===== src/rtl/wb_hazard_tracker_pkg.sv =====
// Shared types and encodings for the writeback hazard tracker.
package wb_hazard_tracker_pkg;

  localparam int unsigned ADDR_W = 4;
  localparam int unsigned NREG   = 1 << ADDR_W;
  localparam int unsigned FWD_W  = 2;

  typedef logic [FWD_W-1:0] fwd_t;

  // Operand source selects.
  localparam fwd_t FWD_RF = 2'b00;
  localparam fwd_t FWD_S1 = 2'b01;
  localparam fwd_t FWD_S2 = 2'b10;
  localparam fwd_t FWD_S3 = 2'b11;

  // One in-flight pipeline stage entry.
  typedef struct packed {
    logic              valid;
    logic              we;
    logic              load;
    logic [ADDR_W-1:0] dst;
  } stage_t;

endpackage


===== src/rtl/hazard_src_cmp.sv =====
// Per-operand comparator: picks the youngest in-flight producer of an operand
// and flags a load that is still in execute.
module hazard_src_cmp
  import wb_hazard_tracker_pkg::*;
(
  input  logic [ADDR_W-1:0] src,
  input  logic              used,
  input  stage_t            s1,
  input  stage_t            s2,
  input  stage_t            s3,
  output fwd_t              fwd,
  output logic              load_hit
);

  // Only the execute stage can hold a not-yet-available load result.
  logic unused_loads;
  assign unused_loads = s2.load ^ s3.load;

  function automatic logic producer(input stage_t s, input logic [ADDR_W-1:0] a);
    return s.valid && s.we && (s.dst == a);
  endfunction

  // Youngest-first search; register 0 is hardwired and never forwarded.
  always_comb begin
    fwd      = FWD_RF;
    load_hit = 1'b0;
    if (used && (src != '0)) begin
      if (producer(s1, src)) begin
        load_hit = s1.load;
        fwd      = s1.load ? FWD_RF : FWD_S1;
      end else if (producer(s2, src)) begin
        fwd = FWD_S2;
      end else if (producer(s3, src)) begin
        fwd = FWD_S3;
      end
    end
  end

endmodule


===== src/rtl/wb_hazard_tracker.sv =====
// Tracks in-flight register writes, produces load-use stall, operand forward
// selects and the register-file write port.
module wb_hazard_tracker
  import wb_hazard_tracker_pkg::*;
(
  input  logic              clk,
  input  logic              rst,
  input  logic              issue_valid,
  input  logic [ADDR_W-1:0] issue_dst,
  input  logic              issue_we,
  input  logic              issue_load,
  input  logic [ADDR_W-1:0] src_a,
  input  logic [ADDR_W-1:0] src_b,
  input  logic              src_a_used,
  input  logic              src_b_used,
  input  logic              flush,
  output logic              stall,
  output fwd_t              fwd_a,
  output fwd_t              fwd_b,
  output logic              wb_en,
  output logic [ADDR_W-1:0] wb_addr,
  output logic [NREG-1:0]   busy
);

  stage_t s1, s2, s3;
  stage_t issue_entry;
  logic   hit_a, hit_b;
  logic   accept;

  hazard_src_cmp u_cmp_a (
    .src      (src_a),
    .used     (src_a_used),
    .s1       (s1),
    .s2       (s2),
    .s3       (s3),
    .fwd      (fwd_a),
    .load_hit (hit_a)
  );

  hazard_src_cmp u_cmp_b (
    .src      (src_b),
    .used     (src_b_used),
    .s1       (s1),
    .s2       (s2),
    .s3       (s3),
    .fwd      (fwd_b),
    .load_hit (hit_b)
  );

  // Flush overrides any load-use stall.
  assign stall  = (hit_a | hit_b) & ~flush;
  assign accept = issue_valid & ~stall & ~flush;

  // Entry built from the issuing instruction.
  always_comb begin
    issue_entry       = '0;
    issue_entry.valid = 1'b1;
    issue_entry.we    = issue_we;
    issue_entry.load  = issue_load;
    issue_entry.dst   = issue_dst;
  end

  // Stage advance; flush kills both the issuing instruction and S1 contents.
  always_ff @(posedge clk or posedge rst) begin
    if (rst) begin
      s1 <= '0;
      s2 <= '0;
      s3 <= '0;
    end else begin
      s3 <= s2;
      s2 <= flush  ? '0 : s1;
      s1 <= accept ? issue_entry : '0;
    end
  end

  // Pending-destination map; register 0 never marked.
  always_comb begin
    busy = '0;
    if (s1.valid && s1.we && (s1.dst != '0)) busy[s1.dst] = 1'b1;
    if (s2.valid && s2.we && (s2.dst != '0)) busy[s2.dst] = 1'b1;
    if (s3.valid && s3.we && (s3.dst != '0)) busy[s3.dst] = 1'b1;
  end

  assign wb_en   = s3.valid & s3.we;
  assign wb_addr = wb_en ? s3.dst : '0;

endmodule

===== config.mk =====
export PLATFORM = sky130hd
export DESIGN_NAME = wb_hazard_tracker
export DESIGN_NICKNAME = d
export VERILOG_FILES = /design/src/rtl/wb_hazard_tracker_pkg.sv /design/src/rtl/hazard_src_cmp.sv /design/src/rtl/wb_hazard_tracker.sv
export SDC_FILE = /design/constraint.sdc
export NUM_CORES = 1
export LEC_CHECK = 0
export CAP_MARGIN = 20
export CORE_MARGIN = 2
export CORE_UTILIZATION = 46
export DETAILED_ROUTE_END_ITERATION = 10
export PLACE_DENSITY = 0.75
export SLEW_MARGIN = 20
export SYNTH_ARGS = -nofsm -noshare
export SYNTH_HDL_FRONTEND = slang
export SYNTH_SLANG_ARGS = --single-unit

===== constraint.sdc =====
create_clock -name clk -period 2 [get_ports clk]
set_clock_uncertainty 0.1 [all_clocks]
set_input_delay 0.2 -clock clk [delete_from_list [all_inputs] [get_ports clk]]
set_output_delay 0.2 -clock clk [all_outputs]
set_load 0.1 [all_outputs]

==> results of run 1 <==
-- through the flow --
stage                     worst slack, ns  area (um2)  TNS, ns  cells   util
after CTS                         -0.0456        2490  -0.0996    277  0.824
final                             -0.0984        2740   -0.560    288  0.905
after global placement            -0.0979        2350   -0.587    263  0.775
after detailed placement           -0.151        2350    -1.17    263  0.775
after global routing               -0.205        2740    -1.85    288  0.905
after floorplan                   -0.0292        1550  -0.0456    171      -
-- cells in the final DEF, fill, tap and decap left out, drive strengths merged --
master and n:
nor3b 5, a21oi 2, dlygate4sd2 6, nand2b 2, and4 2, nor2 10
nor2b 15, nand2 29, xnor2 16, a32oi 6, and2 3, o21ai 2
nand4 5, conb 1, o41ai 2, nand3 9, nor3 4, buf 59
a22oi 8, and3 10, or2 2, clkbuf 4, o22ai 1, inv 1
dfrtp 19, clkdlybuf4s50 13, xor2 8
-- final timing paths --
path | end | slack, ns | cells past startpoint
worst min-delay path | s2[5]$_DFF_PP0_ | 0.20 | 2
worst min register to register | s3[5]$_DFF_PP0_ | 0.34 | 0
worst max-delay path | stall | -0.1 | 6
min in group clk | s3[5]$_DFF_PP0_ | 0.34 | 0
max in group asynchronous | s2[2]$_DFF_PP0_ | 1.11 | 2
worst max register to register | s1[1]$_DFF_PP0_ | 0.24 | 6
-- critical path, cell delays in order, from the launching register on --
cell and delay, ns:
dfrtp_2 0.46, xnor2_1 0.20, nand4_1 0.20, o22ai_2 0.20
nand4_2 0.14, nor2_4 0.13, buf_12 0.18
-- area by class of cell --
cell class                 count  area (um2)  area share
multi-input combinational    142        1220       0.445
inverter                       1        3.75     0.00137
clock buffer                   4        26.3     0.00959
tap                           44        55.1      0.0201
sequential                    19         489       0.179
timing repair buffer          78         946       0.345
-- logic make-up (layout without fill, tap and decap cells) --
logic type,Yosys count,in the layout,share of synthesized area
buffers and inverters,10,83,0.0380
xor gates and xnor gates,24,24,0.145
other,1,1,0.00259
DFF,19,19,0.328
and+or+nand+nor,96,96,0.348
AOI/OAI and AO/OA,21,21,0.138
-- what timing repair did --
action / 4_1_cts / 5_1_grt
pin swaps: 14 / 18
setup endpoints to repair: 15 / 20
gates resized for setup: 24 / 39
buffers inserted: 10 / 11
-- cell usage after synthesis --
master | n | share of area
nand2_1 | 29 | 0.075
nand3_1 | 9 | 0.031
nor2_1 | 10 | 0.026
nor3b_1 | 5 | 0.026
conb_1 | 1 | 0.0026
buf_6 | 1 | 0.0078
clkbuf_1 | 2 | 0.0052
nand4_2 | 1 | 0.0086
and3_1 | 10 | 0.043
buf_2 | 5 | 0.017
dfrtp_1 | 19 | 0.33
and4_1 | 2 | 0.012
nand4_1 | 4 | 0.017
o21ai_1 | 2 | 0.0069
xnor2_1 | 16 | 0.097
inv_1 | 1 | 0.0026
a21oi_1 | 2 | 0.0069
o41ai_4 | 2 | 0.038
nor2b_1 | 15 | 0.065
nor3_1 | 4 | 0.014
or2_1 | 2 | 0.0086
and2_1 | 3 | 0.013
a22oi_1 | 8 | 0.041
a32oi_1 | 6 | 0.036
xor2_1 | 8 | 0.048
nand2b_1 | 2 | 0.0086
buf_4 | 1 | 0.0052
o22ai_2 | 1 | 0.0086
-- metal layers --
metal | wire length (um) | up-vias
met5 | 0 | -
met2 | 2740 | 102
met1 | 2130 | 812
met4 | 143 | 0
li1 | - | 748
met3 | 395 | 17
-- power by group --
| part | switching (W) | internal [W] |
|---|---|---|
| logic | 0.000108 | 0.000104 |
| clock network | 0.000110 | 0.0000774 |
| registers | 0.0000237 | 0.000397 |
| total | 0.000241 | 0.000579 |
-- sequential cells by signal, indices dropped and copies added, names as in the netlist --
name / cells
s1: 7
s2: 6
s3: 6
==> impl_metrics.toml, run 1 <==
[die]
core_area_mm2 = 0.00303
boundaryPins = 46
initial_core_util = 0.479
die_h_um = 60.1
fp.dieW_um = 60.1
fp.dieArea_mm2 = 0.00361
rows = 20

[worst_setup_path]
crit_fanout = 4
required_ns = 1.70
startpoint = "s1[0]$_DFF_PP0_"
reg2reg_from = "s1[0]$_DFF_PP0_"
cp-start-kind = "flip-flop"
critPathArrivalTime_ns = 1.80
crit_path_end_kind = "output port"
critical_path_class = "reg2out"

[final_layout]
drive_above_1_share = 0.545
nNetsFinal = 265
n_antenna_cell = 0
syn_to_final_growth_pct = 89.0
fill_cells = 123

[synthesis]
synth_seq_area_share = 0.328
synth_seq_cells = 19
avgSynthCellArea_um2 = 8.47
synth_cells = 171
synthesis.area_mm2 = 0.00145
ys_types = 28
yosys_warnings = 0
syn-num-nets = 191

[timing]
hold_slack_ns = 0.200
finalWorstSetupSlack_ns = -0.0984
hold_viol = 0
drv_slew = 0
fmax_mhz = 477
relSlewSlack = 0.547
rsz0062_at_grt = "true"
setup_violations = 8
worst_slew_pin_slew_ns = 0.679
fin_crit_sh = 1.05
layout_min_cycle_time_ns = 2.10

[clock_tree]
cts_buffers = 3
clkLatencyLatePin_ns = 0.29
clk_pin_slew_ns = 0.11
ctsHoldBuffers = 0
htreeDepth = 1
clockRootBuffer = "clkbuf_4"
cts.path.max_buffers = 2
cts_sinks = 19
cts_tree = "done"

[grt]
grt-ovfl-total = 0
grt_use_met2 = 0.449
busiest_layer = "met2"
grt_pass1_wl_mm = 7.13
grt_start_max_net_pins = 20
antenna_found_initial = 0
grt.met1_usage = 0.343
grt_pass1_vias = 1532
met3_usage = 0.0195
gr-usage-all-layers = 0.263

[status]
status = "complete, but fails checks"
violations = "negative setup slack"

[power_and_ir_drop]
vdd_drop_max_uv = 476
power.leakage_nw = 1.21
finalPower_w = 0.000820
powerDensity_mw_per_mm2 = 299

[detailed_routing]
ant_nets = 0
wire_per_inst_um = 18.8
drt_pre_antenna_iters = 4
routed_wl_mm = 5.41
drc = 0
drt_iter0_drc = 100
vias_per_cell = 5.83
vias = 1679

[hold_path]
worstHoldPathType = "in2async"

[place]
port_buffers = 44
dpl.hpwl_mm = 3.27
gp_congestion = 0.856

[job]
max-cap-violations = 0
Note: power is estimated with default switching activity, not from simulation.
==> inputs of run 2 (changes only) <==
--- a/config.mk
+++ b/config.mk
@@ -6,10 +6,12 @@
 export NUM_CORES = 1
 export LEC_CHECK = 0
 export CAP_MARGIN = 20
+export CELL_PAD_IN_SITES_DETAIL_PLACEMENT = 1
+export CELL_PAD_IN_SITES_GLOBAL_PLACEMENT = 1
 export CORE_MARGIN = 2
-export CORE_UTILIZATION = 46
+export CORE_UTILIZATION = 34
 export DETAILED_ROUTE_END_ITERATION = 10
-export PLACE_DENSITY = 0.75
+export PLACE_DENSITY = 0.77
 export SLEW_MARGIN = 20
 export SYNTH_ARGS = -nofsm -noshare
 export SYNTH_HDL_FRONTEND = slang
==> impl_metrics.toml, run 2 (same netlist as run 1, synthesis figures left out) <==
[detailed_routing]
drc = 0
vias_per_cell = 5.55
ant_nets = 0
drt_pre_antenna_iters = 4
routed_wl_mm = 5.76
drt_iter0_drc = 92
vias = 1586
wire_per_inst_um = 20.2

[power_and_ir_drop]
powerDensity_mw_per_mm2 = 331
pwr-share-seq = 0.481
switching_share = 0.283
power_frac_clock = 0.297
net-switching-power_w = 0.000248
p_int_w = 0.000627
power.leakage_nw = 1.17
p_comb_frac = 0.222
vdd_drop_max_uv = 394
finalPower_w = 0.000875

[timing]
hold_slack_ns = 0.245
hold_viol = 0
fmax_mhz = 478
drv_slew = 0
finalWorstSetupSlack_ns = -0.0939
setup_violations = 10
layout_min_cycle_time_ns = 2.09
fin_crit_sh = 1.05
worst_slew_pin_slew_ns = 0.677
relSlewSlack = 0.548
rsz0062_at_grt = "true"

[status]
violations = "negative setup slack"
status = "complete, but fails checks"

[die]
fp.dieArea_mm2 = 0.00480
rows = 23
die_h_um = 69.3
core_area_mm2 = 0.00406
boundaryPins = 46
fp.dieW_um = 69.3
initial_core_util = 0.357

[final_layout]
top_regs = "s1: 7 flops, s2: 6 flops, s3: 6 flops"
drive_above_1_share = 0.492
nNetsFinal = 257
n_antenna_cell = 0
fill_cells = 428
top_register = "s1"
syn_to_final_growth_pct = 82.5
finalNonFillerCells = 286
largest_reg_flops = 7
layout.cells.most_common_list = "buf_12, buf_4, nand2_2, xnor2_1, nand2_1"
final_area_mm2 = 0.00264

[worst_setup_path]
critPathArrivalTime_ns = 1.79
cpMaxStageDelayCell = "dfrtp_2"
startpoint = "s1[1]$_DFF_PP0_"
critical_path_class = "reg2out"
required_ns = 1.70
r2r_end = "s1[1]$_DFF_PP0_"
crit_end = "stall"
critPathMaxStageDelay_ns = 0.47
reg2reg_from = "s1[1]$_DFF_PP0_"
crit_chain = "xnor2_1, nand4_1, o22ai_2, nand4_2, nor2_4, buf_12"
crit_path_end_kind = "output port"
rr_worst_depth = 7
reg2reg_setup_slack_ns = 0.10
crit_fanout = 5
cp-start-kind = "flip-flop"

[place]
placed_cell_area_mm2 = 0.00238
port_buffers = 44
placed_cells = 273
dpl.hpwl_mm = 4.20
pre_cts_ws_ns = -0.186
gp_congestion = 0.864

[clock_tree]
cts_tree = "done"
clkLatencyLatePin_ns = 0.25
cts_buffers = 3
cts.path.max_buffers = 2
htreeDepth = 1
clk_pin_slew_ns = 0.07
clockRootBuffer = "clkbuf_8"
cts_sinks = 19

[grt]
grt_pass1_vias = 1682
grt-ovfl-total = 0
antenna_found_initial = 0
grt_start_max_net_pins = 20
gr-usage-all-layers = 0.226
grt_pass1_wl_mm = 8.68

[job]
max-cap-violations = 0

[hold_path]
worstHoldPathType = "in2async"
run 2: routing by layer:
metal | global-route usage | share of wire | wire length, um
met1 | 0.256 | 0.39 | 2260
met2 | 0.424 | 0.52 | 3030
met3 | 0.0262 | 0.050 | 287
met4 | 0.0937 | 0.032 | 187
met5 | 0 | 0 | 0
run 2: cell type report:
cell class                 count  area, um2  share of cell area
multi-input combinational    142       1160               0.440
timing repair buffer          70        883               0.334
clock buffer                   3       41.3              0.0156
inverter                       1       3.75             0.00142
sequential                    19        485               0.184
clock inverter                 1       5.00             0.00189
tap                           50       62.6              0.0237
run 2: how the worst min path moves through the flow:
stage | start | end | slack [ns]
after floorplan | rst | s1[0]$_DFF_PP0_ | 0.05
after global placement | s2[5]$_DFF_PP0_ | s3[5]$_DFF_PP0_ | 0.28
after detailed placement | s2[5]$_DFF_PP0_ | s3[5]$_DFF_PP0_ | 0.29
after CTS | rst | s1[6]$_DFF_PP0_ | 0.28
after global routing | rst | s1[6]$_DFF_PP0_ | 0.32
final | rst | s1[4]$_DFF_PP0_ | 0.25
run 2: repair_timing:
action,4_1_cts,5_1_grt
hold buffers,0,0
resized for setup,22,23
pin swaps,14,6
setup endpoints to repair,13,20
cloned,0,0
buffers inserted,6,3
run 2: worst max-delay path, delay by kind of cell, from the launching register on:
| family | cells | cell delay [ns] |
|---|---|---|
| XOR/XNOR | 1 | 0.19 |
| AO/OA/AOI/OAI | 1 | 0.23 |
| AND/OR/NAND/NOR | 3 | 0.47 |
| flip-flops | 1 | 0.47 |
| buffers and inverters | 1 | 0.18 |
run 2: stage by stage:
stage	utilization	TNS, ns
2_1_floorplan	-	-0.0456
3_3_place_gp	0.587	-0.517
3_5_place_dp	0.587	-1.38
4_1_cts	0.620	-0.103
5_1_grt	0.652	-1.18
6_report	0.652	-0.504
run 2: power groups by stage:
stage,Clock [W],Combinational (W),Sequential [W]
3_3_place_gp,0,0.000166,0.000426
4_1_cts,0.000266,0.000182,0.000419
5_1_grt,0.000285,0.000207,0.000423
2_1_floorplan,0,0.0000989,0.000412
3_5_place_dp,0,0.000176,0.000426
6_report,0.000260,0.000194,0.000421
==> edit 1: new RTL, config.mk and constraints of run 2 <==
Make the reset (`rst`) synchronous in one clocked block.
--- a/src/rtl/wb_hazard_tracker.sv
+++ b/src/rtl/wb_hazard_tracker.sv
@@ -61,7 +61,7 @@
   end
 
   // Stage advance; flush kills both the issuing instruction and S1 contents.
-  always_ff @(posedge clk or posedge rst) begin
+  always_ff @(posedge clk) begin
     if (rst) begin
       s1 <= '0;
       s2 <= '0;
Formal check against the unedited RTL: differs if rst is asserted again (counterexample within 4 cycles, from zero or initial values and one cycle with rst high); with rst held inactive, the same outputs for 10 cycles.
==> edit 1 against run 2 <==
Count of clock-buffer cells in the layout did not move; global-route usage grew 4.0 points; synthesized cell count is 5.3% higher; sequential share of layout area down 2.4 points; setup slack improved by 0.065 ns; cell area shrank 2.9%; wire length up 7.3%; first-iteration DRC count decreased by 41%; sequential cell count unchanged; the run still ends with negative setup slack left; area after synthesis is 4.1% lower; sequential power fell by 7.4%; non-clock buffer count fell by 1; highest routed layer unchanged; power decreased by 5.8%.
==> edit 1: results (changes against run 2) <==
Route
The starting DRC count in detailed routing came to 54 (was 92). The routed via count is 1641 (was 1586). The via density per instance is 5.582 (was 5.545). The average routed wire per standard cell is 21.03 µm (was 20.15 µm).

Status
Result of the run: finished, violations left (unchanged). Violations in the final reports: negative setup slack (unchanged).

Logic synthesis
The number of distinct standard cells referenced by the synthesized netlist is 27 (was 28). The share of synthesized flip-flops with an asynchronous set or reset is 0 (was 1.000). The number of standard cells after synthesis is 180 (was 171). The share of the yosys chip area belonging to registers came to 0.2736 (was 0.3282). Most area-consuming cells after synthesis: sky130_fd_sc_hd__dfxtp_1, sky130_fd_sc_hd__xnor2_1, sky130_fd_sc_hd__nand2_1 (was sky130_fd_sc_hd__dfrtp_1, sky130_fd_sc_hd__xnor2_1, sky130_fd_sc_hd__nand2_1). Cell types with the highest counts after synthesis: sky130_fd_sc_hd__nand2_1, sky130_fd_sc_hd__dfxtp_1, sky130_fd_sc_hd__xnor2_1, sky130_fd_sc_hd__nor2b_1 (was sky130_fd_sc_hd__nand2_1, sky130_fd_sc_hd__dfrtp_1, sky130_fd_sc_hd__xnor2_1, sky130_fd_sc_hd__nor2b_1).

Cells and area
The share of cells above drive strength 1 was 0.4713 (was 0.4915). The count of filler cells inserted in the layout is 429 (was 428).

Setup path
The arrival time reported for the critical path endpoint came to 1.73 ns (was 1.79 ns). The worst stage delay on the critical path is 0.38 ns (was 0.47 ns). The largest delay contributor family on the critical path is simple AND/OR/NAND/NOR gates (was flip-flops).

STA
The final setup violation count is 3 (was 10). The worst setup slack after layout is -0.02839 ns (was -0.09388 ns).

Power and ir drop
The switching power was 226.9 µW (was 248.0 µW). The leakage power total is 1.041 nW (was 1.173 nW). The worst IR drop on VDD is 601.0 µV (was 393.8 µV).

Place
The final weighted congestion in routability-driven placement came to 0.8567 (was 0.8638). The detailed-placement wirelength estimate was 4516 µm (was 4199 µm). The placement-stage cell area is 2338 µm² (was 2384 µm²). The worst slack after detailed placement is -0.2596 ns (was -0.1863 ns).

Hold path
The type of the most critical hold path is in2reg (was in2async).

Global routing
The global-route wire length before repair is 9080 µm (was 8680 µm). The via count of the first global-routing pass was 1784 (was 1682). The maximum number of pins on one net before global-route repair was 12 (was 20).

The combined global-route utilization of all metal layers is 0.2663 (was 0.2261).
edit 1: changes by cell type in the layout (fill, tap and decap cells not counted), moves of 3 or more:
cell	delta
sky130_fd_sc_hd__and2_1	+11
sky130_fd_sc_hd__dfrtp_1	-11
sky130_fd_sc_hd__dfrtp_2	-8
sky130_fd_sc_hd__dfxtp_1	+8
sky130_fd_sc_hd__and3_1	-6
sky130_fd_sc_hd__dfxtp_4	+6
sky130_fd_sc_hd__dfxtp_2	+5
sky130_fd_sc_hd__a32oi_1	+3
sky130_fd_sc_hd__a32oi_2	-3
sky130_fd_sc_hd__nand2_1	+3
edit 1: logic make-up (layout without fill, tap and decap cells):
logic type	after synthesis	in the layout	synth area share
buffers and inverters	10	74	0.03150
other	1	1	0.002698
AOI/OAI and AO/OA	21	21	0.1575
and+or+nand+nor	105	105	0.3834
DFF	19	19	0.2736
xor gates and xnor gates	24	24	0.1512
edit 1: what timing repair did:
item                       4_1_cts  5_1_grt
hold buffers                     0        0
pin swaps                        9       10
gates resized for setup         29       21
setup buffers                    5        3
setup endpoints to repair       15       17
edit 1: final cells by class:
class                      instances  share of cell area
clock buffer                       3             0.01609
clock inverter                     1            0.001950
inverter                           1            0.001463
multi-input combinational        151              0.4598
sequential                        19              0.1594
tap                               50             0.02438
timing repair buffer              69              0.3369
edit 1: worst reg2reg max path: cells and delay by family (launching register included):
kind / cells / cell delay [ns]
DFF: 1 / 0.37
and+or+nand+nor: 2 / 0.38
xor gates and xnor gates: 1 / 0.18
AOI/OAI and AO/OA: 2 / 0.35
buffers and inverters: 1 / 0.16
edit 1: final timing paths:
kind,start,end,slack [ns]
max,s3[2],fwd_a[0],-0.03
min,issue_dst[0],s1[0],0.39
max reg2reg,s1[1],s1[2],0.35
min reg2reg,s2[6],s3[6],0.41
edit 1: layer usage:
layer / track usage / up-vias / routed length (µm)
met3: 0.02632 / 14 / 267
met2: 0.5243 / 61 / 3375
met1: 0.3046 / 822 / 2417
li1: - / 744 / -
met5: 0 / - / 0
met4: 0.05750 / 0 / 124
edit 1: power groups by stage:
stage / combinational (mW) / sequential (mW) / clock, mW
2_1_floorplan: 0.0673 / 0.398 / 0
3_3_place_gp: 0.140 / 0.404 / 0
3_5_place_dp: 0.148 / 0.405 / 0
4_1_cts: 0.152 / 0.392 / 0.271
5_1_grt: 0.171 / 0.391 / 0.304
6_report: 0.160 / 0.390 / 0.275
==> edit 2: new RTL, settings of run 2 <==
Without the edit above. The package constant `ADDR_W` goes from 4 to 3.
--- a/src/rtl/wb_hazard_tracker_pkg.sv
+++ b/src/rtl/wb_hazard_tracker_pkg.sv
@@ -1,7 +1,7 @@
 // Shared types and encodings for the writeback hazard tracker.
 package wb_hazard_tracker_pkg;
 
-  localparam int unsigned ADDR_W = 4;
+  localparam int unsigned ADDR_W = 3;
   localparam int unsigned NREG   = 1 << ADDR_W;
   localparam int unsigned FWD_W  = 2;
 
Ports: changed (5 resized); port bits go from 46 to 34. No check against the original RTL was run, so the function may have changed too.
==> edit 2 against run 2 <==
Synthesized cell count decreased by 30%; largest cell class unchanged; non-clock buffer count decreased by 22; combinational power decreased by 24%; cell area decreased by 27%; critical path type unchanged; via count decreased by 33%; wire length decreased by 37%; the run still ends with negative setup slack left; power decreased by 25%; sequential cell count decreased by 3; die area decreased by 25%; first-iteration DRC count decreased by 88%; area after synthesis decreased by 26%; setup slack improved by 0.061 ns.
==> edit 2: results (changes against run 2) <==
Status
Result of the run: finished, violations left (unchanged). Violations in the final reports: negative setup slack (unchanged).

Clock network
The clock insertion delay at the later pin of the skew report came to 0.28 ns (was 0.25 ns). The total clock sinks is 16 (was 19).

Setup path
The worst-path maximum fanout came to 7 (was 5). The flop-to-flop setup slack is 0.37 ns (was 0.10 ns). The launch point of the worst reg-to-reg path is s1[2] (was s1[1]).

The arrival time reported for the critical path endpoint is 1.73 ns (was 1.79 ns). The number of cell instances on the worst register-to-register path was 5 (was 7).

Cells and area
The number of multi-input combinational cells in the layout is 91 (was 142). The fraction of area in clock buffers and inverters is 0.01168 (was 0.01751). The share of the final layout cell area in sequential cells came to 0.2135 (was 0.1836).

The area occupied by registers was 411.6 µm² (was 485.5 µm²). The area of combinational cells with multiple inputs was 822.0 µm² (was 1162 µm²). The final cell count without fillers came to 204 (was 286).

The buffer count excluding the clock tree in the final layout is 48 (was 70). The count of inverters other than clock inverters in the layout is 2 (was 1). The count of filler cells inserted in the layout is 317 (was 428).

Logic synthesis
The post-synthesis average cell area is 8.946 µm² (was 8.473 µm²). The area fraction in compound gates after synthesis came to 0.1014 (was 0.1382). The fraction of synthesized cell area in xor and xnor cells came to 0.1469 (was 0.1451). The share of the yosys chip area belonging to registers is 0.3730 (was 0.3282).

Most area-consuming cells after synthesis: sky130_fd_sc_hd__dfrtp_1, sky130_fd_sc_hd__xnor2_1, sky130_fd_sc_hd__nand2_1 (unchanged). Cell types with the highest counts after synthesis: sky130_fd_sc_hd__xnor2_1, sky130_fd_sc_hd__dfrtp_1, sky130_fd_sc_hd__nand2_1, sky130_fd_sc_hd__and3_1 (was sky130_fd_sc_hd__nand2_1, sky130_fd_sc_hd__dfrtp_1, sky130_fd_sc_hd__xnor2_1, sky130_fd_sc_hd__nor2b_1). The number of distinct standard cells referenced by the synthesized netlist was 33 (was 28).

Global routing
The met1 usage is 0.2636 (was 0.2561). The routing usage on met2 is 0.3339 (was 0.4241). The met3 track utilization from global routing is 0.01515 (was 0.02616).

Route
The met1 wire length is 1523 µm (was 2262 µm). The met2 layer wire length in the routed design is 1899 µm (was 3026 µm). The average routed wire per standard cell is 17.87 µm (was 20.15 µm). The routed via count is 1058 (was 1586). The starting DRC count in detailed routing is 11 (was 92).

STA
The setup TNS was -0.04621 ns (was -0.5038 ns). The worst setup slack after layout came to -0.03267 ns (was -0.09388 ns). The final setup violation count is 2 (was 10).

Place
The placement-stage cell area is 1725 µm² (was 2384 µm²). The worst slack after detailed placement is -0.04859 ns (was -0.1863 ns).
## edit 2: changes by cell type in the layout (fill, tap and decap cells not counted), moves of 4 or more
cell                             run 2  this run
sky130_fd_sc_hd__a22oi_1             6         0
sky130_fd_sc_hd__buf_12             25        15
sky130_fd_sc_hd__xor2_1              8         0
sky130_fd_sc_hd__dfrtp_1            11         7
sky130_fd_sc_hd__buf_4              25        15
sky130_fd_sc_hd__nand3_1             8         1
sky130_fd_sc_hd__xnor2_2             2         6
sky130_fd_sc_hd__nor2b_1            10         6
sky130_fd_sc_hd__nand2_2            16         2
sky130_fd_sc_hd__nor2b_2             4         0
sky130_fd_sc_hd__nor2_1              8         2
## edit 2: power by group
group          internal (mW)  switching (mW)
Combinational         0.0722          0.0743
Sequential             0.335          0.0176
Clock                 0.0697          0.0900
## edit 2: repair_timing
item                       CTS  global route
hold buffers                 0             0
cloned                       0             0
buffers inserted             4             3
pin swaps                    1             9
hold endpoints to repair     0             0
resized for setup           13            24
setup endpoints to repair    7             9
